## config.mk

```make
export PLATFORM = sky130hd
export DESIGN_NAME = mem_sequencer
export DESIGN_NICKNAME = d
export VERILOG_FILES = /design/src/rtl/mem_seq_pkg.sv /design/src/rtl/rr_arb2.sv /design/src/rtl/mem_sequencer.sv
export SDC_FILE = /design/constraint.sdc
export NUM_CORES = 1
export LEC_CHECK = 0
export CORE_MARGIN = 1.5
export CORE_UTILIZATION = 40
export CTS_BUF_LIST = sky130_fd_sc_hd__clkbuf_4 sky130_fd_sc_hd__clkbuf_8
export CTS_CLUSTER_SIZE = 16
export DETAILED_ROUTE_END_ITERATION = 8
export PLACE_DENSITY = 0.84
export SKIP_LAST_GASP = 1
export SLEW_MARGIN = 20
export SYNTH_ARGS = -nofsm -noshare
export SYNTH_HDL_FRONTEND = slang
export SYNTH_SLANG_ARGS = --single-unit
```

## constraint.sdc

```tcl
create_clock -name Clk -period 2.8 [get_ports Clk]
set_clock_uncertainty 0.1 [all_clocks]
set_input_delay 0.42 -clock Clk [delete_from_list [all_inputs] [get_ports Clk]]
set_output_delay 0.42 -clock Clk [all_outputs]
set_load 0.02 [all_outputs]
```

## src/rtl/mem_seq_pkg.sv

```systemverilog
// Shared types for the memory sequencer: FSM state encoding and requester identity.
package mem_seq_pkg;

  typedef enum logic [1:0] {
    IDLE   = 2'd0,
    ACCESS = 2'd1,
    RESP   = 2'd2
  } state_t;

  typedef enum logic {
    GNT_IF = 1'b0,
    GNT_DM = 1'b1
  } gnt_t;

endpackage

```

## src/rtl/rr_arb2.sv

```systemverilog
// Two-input round-robin arbiter; remembers who was served last so that a tie
// goes to the other requester.
module rr_arb2
  import mem_seq_pkg::*;
(
  input  logic Clk,
  input  logic Reset,
  input  logic req_if,
  input  logic req_dm,
  input  logic update,
  input  logic owner,
  output logic winner,
  output logic valid
);

  gnt_t last;

  // Starting from "data served last" hands the first tie to the fetch side.
  always_ff @(posedge Clk) begin
    if (!Reset)      last <= GNT_DM;
    else if (update) last <= gnt_t'(owner);
  end

  // NOTE: every output of a combinational block gets a value on every path,
  // otherwise synthesis infers a latch to hold the old value.
  always_comb begin
    valid  = req_if | req_dm;
    winner = req_dm;
    if (req_if && req_dm) winner = (last == GNT_DM) ? GNT_IF : GNT_DM;
  end

endmodule

```

## src/rtl/mem_sequencer.sv

```systemverilog
// Shares one single-port memory between instruction fetch and load/store,
// hiding the fixed read latency behind a request / one-cycle-ack handshake.
module mem_sequencer
  import mem_seq_pkg::*;
#(
  parameter int MEM_LAT = 2,
  parameter int AW      = 32,
  parameter int DW      = 32
) (
  input  logic          Clk,
  input  logic          Reset,
  input  logic          if_req,
  input  logic [AW-1:0] if_addr,
  output logic          if_ack,
  input  logic          dm_req,
  input  logic          dm_wr,
  input  logic [AW-1:0] dm_addr,
  input  logic [DW-1:0] dm_wdata,
  output logic          dm_ack,
  output logic [DW-1:0] rdata,
  output logic [AW-1:0] mem_addr,
  output logic          mem_wr,
  output logic [DW-1:0] mem_wdata,
  input  logic [DW-1:0] mem_rdata,
  output logic          busy,
  output logic          grant,
  output logic [1:0]    StateOut
);

  localparam int CW = $clog2(MEM_LAT + 1);

  state_t        state;
  logic [CW-1:0] cnt;
  logic          win;
  logic          win_valid;

  rr_arb2 u_arb (
    .Clk    (Clk),
    .Reset  (Reset),
    .req_if (if_req),
    .req_dm (dm_req),
    .update (state == RESP),
    .owner  (grant),
    .winner (win),
    .valid  (win_valid)
  );

  assign StateOut = state;

  // NOTE: state registers use non-blocking assignments so every flop samples
  // the pre-edge values, independent of statement order.
  always_ff @(posedge Clk) begin
    if (!Reset) begin
      state     <= IDLE;
      cnt       <= '0;
      if_ack    <= 1'b0;
      dm_ack    <= 1'b0;
      mem_addr  <= '0;
      mem_wr    <= 1'b0;
      mem_wdata <= '0;
      rdata     <= '0;
      grant     <= GNT_IF;
      busy      <= 1'b0;
    end else begin
      if_ack <= 1'b0;
      dm_ack <= 1'b0;
      case (state)
        IDLE: begin
          if (win_valid) begin
            grant <= win;
            busy  <= 1'b1;
            state <= ACCESS;
            if (win == GNT_DM) begin
              mem_addr  <= dm_addr;
              mem_wr    <= dm_wr;
              mem_wdata <= dm_wdata;
              cnt       <= dm_wr ? '0 : CW'(MEM_LAT);
            end else begin
              mem_addr <= if_addr;
              mem_wr   <= 1'b0;
              cnt      <= CW'(MEM_LAT);
            end
          end
        end
        ACCESS: begin
          if (cnt != '0) begin
            cnt <= cnt - CW'(1);
          end else begin
            // Stores have a zero count, so the strobe lives for one cycle only.
            if (!mem_wr) rdata <= mem_rdata;
            mem_wr <= 1'b0;
            if_ack <= (grant == GNT_IF);
            dm_ack <= (grant == GNT_DM);
            state  <= RESP;
          end
        end
        RESP: begin
          busy  <= 1'b0;
          state <= IDLE;
        end
        default: state <= IDLE;
      endcase
    end
  end

endmodule

```

==> results.py <==
metrics = {
    "run_status": {
        "status": "complete, no violations",
    },
    "cts": {
        "cts_root_buf": "clkbuf_8",
        "clk_path_buf_depth": 2,
        "cts_max_level": 3,
        "cts-buffers-inserted": 9,
        "path_clk_slew_ps": 100,
        "cts_resized": 0,
        "hold_buffers": 0,
        "clock_sinks": 106,
        "post_cts_buffers": 0,
        "cts_tree": "built",
        "clk_latency_ps": 350,
    },
    "synthesis": {
        "synth_fp_nets": 652,
        "yosysWarnings": 0,
        "synthesis.area_um2": 4410,
        "syn_area_per_cell_um2": 8.50,
        "synth-seq-area-share_pct": 48.2,
        "synth_cell_types": 35,
        "synth.top_cell.area_share_pct": 48.2,
        "yosysTopAreaCell": "dfxtp_1",
        "postSynthCellCount": 518,
        "synth.area.top_cells": "dfxtp_1 (48%), nand2_1 (11%), a21oi_1 (11%)",
        "ys_ff_latch": 106,
    },
    "setup_path": {
        "r2r_start": "cnt[0]",
        "r2r_slack_ps": 990,
        "arrival_ps": 1660,
        "reg2regPathDepth": 5,
        "crit_path_end_kind": "primary output",
        "critPathRequiredTime_ps": 2280,
        "setup.worst_path.class": "register to primary output",
        "path_cells": "clkdlybuf4s50_1",
        "startpoint_type": "register",
        "cp_max_fo": 11,
        "r2r_end": "rdata[21]",
        "cpPeakStageDelay_ps": 720,
        "crit_buf_inv": 1,
        "cp.depth": 1,
        "crit_family": "buffers and inverters",
        "cpMaxStageDelayCell": "clkdlybuf4s50_1",
    },
    "min_path": {
        "hold_depth": 2,
        "hp-start": "rdata[14]",
        "hold_path_class": "register to register",
        "hold_path_end": "rdata[14]",
    },
    "floorplanning": {
        "core_um2": 10800,
        "initial_core_util_pct": 40.8,
        "die_area_um2": 11700,
        "io_pins": 236,
        "rows": 38,
        "die_width_um": 108,
        "die_y_um": 108,
    },
    "detailed_routing": {
        "drt-met1-wl_um": 5390,
        "met3_length_um": 1040,
        "drt_iter0_drc": 357,
        "wl_per_cell_um": 15.7,
        "drcViolationCount": 0,
        "routed-wl-met2_um": 6890,
        "dr.max_layer_used": "met4",
        "wl_um": 13600,
        "vias_per_cell": 5.21,
        "dr.pass1.iters": 4,
        "num_vias": 4527,
        "antenna_left": 0,
    },
    "run": {
        "max_cap_violations": 0,
    },
    "place": {
        "hpwlAfterDp_um": 9730,
        "place_ws_ps": 498,
        "gp_congestion": 0.789,
        "numPortBuffers": 235,
    },
    "timing": {
        "period_minus_slack_ps": 2180,
        "setup_viol": 0,
        "fin_crit_sh_pct": 77.8,
        "setup_slack_ps": 621,
        "relSlewSlack_pct": 57.0,
        "setup_tns_ps": 0,
        "fmax_mhz": 459,
        "drv_slew": 0,
        "report.final.hold_viol_count": 0,
        "worstMarginPinSlew_ps": 645,
        "rsz0062_at_grt": "false",
    },
    "cells_and_area": {
        "fin_nets": 858,
        "area_delta_synth_final_pct": 57.9,
        "diodes": 0,
        "drive_gt1_share_pct": 7.54,
    },
    "pwr": {
        "p_sw_mw": 1.48,
        "power_density_nw_per_um2": 607,
        "vdd_drop_max_v": 0.000360,
        "leakage_nw": 2.46,
        "p_int_mw": 2.74,
        "clockPowerShare_pct": 21.3,
        "netSwitchingFraction_pct": 35.0,
        "power_frac_comb_pct": 35.8,
        "seq_power_share_pct": 42.9,
    },
    "grt": {
        "grt_pass1_wl_um": 21000,
        "grt_pass1_vias": 4397,
        "grt_max_degree": 66,
        "grt_overflow": 0,
        "track_usage_pct": 22.7,
        "antenna_found_initial": 0,
    },
}
synth_stat cells (all sizes together):
master	n
ha	1
nand4bb	1
nor2	5
nor2b	5
a21o	1
nand3b	1
dfxtp	106
mux2i	1
o311ai	1
or2	2
nand2	132
clkbuf	12
and4bb	1
buf	39
a21bo	1
o31ai	1
nand3	32
and2	1
o31a	1
a21boi	1
a21oi	98
o21ai	34
a311oi	32
inv	4
o2bb2ai	1
and3	1
nor3	2
o21a	1
per-layer routing:
layer  vias up  track usage, %
met5         -               0
met4         0            7.33
met3        22            5.49
met2       204            41.5
met1      2090            25.8
li1       2211               -
cells by family (layout without fill, tap and decap cells):
| logic type | count (synthesis) | after routing | synth area share [%] |
|---|---|---|---|
| AO/OA/AOI/OAI | 172 | 172 | 26.1 |
| adder cells (fa/ha/maj) | 1 | 1 | 0.284 |
| buffers and inverters | 55 | 266 | 7.30 |
| flip-flops | 106 | 106 | 48.2 |
| multiplexers | 1 | 1 | 0.227 |
| AND/OR/NAND/NOR | 183 | 183 | 17.9 |
placed cells by master, fill, tap and decap left out, drive strengths merged, types with 2 or more instances in the layout:
cell	instances
a21oi	98
a311oi	32
buf	11
clkbuf	9
clkdlybuf4s50	235
clkinv	4
dfxtp	106
inv	7
nand2	132
nand3	32
nor2	5
nor2b	5
nor3	2
o21ai	34
or2	2
sequential cells by signal, indices dropped and copies added, names as in the netlist:
register	flops
busy	1
grant	1
mem_wr	1
mem_wdata	32
dm_ack	1
mem_addr	32
u_arb.last	1
StateOut	2
rdata	32
cnt	2
if_ack	1
power by group through the flow:
| stage | Sequential [mW] | Clock, mW | Combinational [mW] |
|---|---|---|---|
| 2_1_floorplan | 2.04 | 0 | 0.661 |
| 3_3_place_gp | 1.84 | 0 | 1.48 |
| 3_5_place_dp | 1.84 | 0 | 1.51 |
| 4_1_cts | 1.81 | 0.921 | 1.52 |
| 5_1_grt | 1.83 | 0.985 | 1.62 |
| 6_report | 1.81 | 0.898 | 1.51 |
worst max path at each step:
| stage | startpoint | endpoint | slack (ps) |
|---|---|---|---|
| final | StateOut[0] | StateOut[0] | 620 |
| after global routing | StateOut[0] | StateOut[0] | 540 |
| after CTS | StateOut[0] | StateOut[0] | 580 |
| after detailed placement | if_req | mem_wdata[18] | 500 |
| after global placement | if_req | mem_wdata[11] | 630 |
| after floorplan | StateOut[0] | mem_addr[20] | 1320 |
metrics by stage:
step | area, um2 | hold WS, ps | total power, mW | instances | util, %
3_5_place_dp | 6770 | 347 | 3.35 | 853 | 62.8
4_1_cts | 6960 | 362 | 4.25 | 869 | 64.5
6_report | 6960 | 358 | 4.22 | 869 | 64.5
2_1_floorplan | 4410 | 339 | 2.70 | 518 | -
3_3_place_gp | 6770 | 342 | 3.31 | 853 | 62.8
5_1_grt | 6960 | 380 | 4.44 | 869 | 64.5
layout make-up:
cell class                 instances  area, um2
fill                             884       3840
timing repair buffer             246       2480
sequential                       106       2120
multi-input combinational        357       1970
tap                              140        175
clock buffer                       9        124
clock inverter                     7       60.1
inverter                           4       16.3
worst reg2reg max path: stages (launching register included):
cell      delay, ps
dfxtp_1         330
inv_1            60
ha_1            240
and4bb_2        690
nand2_1         150
a21oi_1         160
No activity file was read; power rests on OpenSTA's default activity.
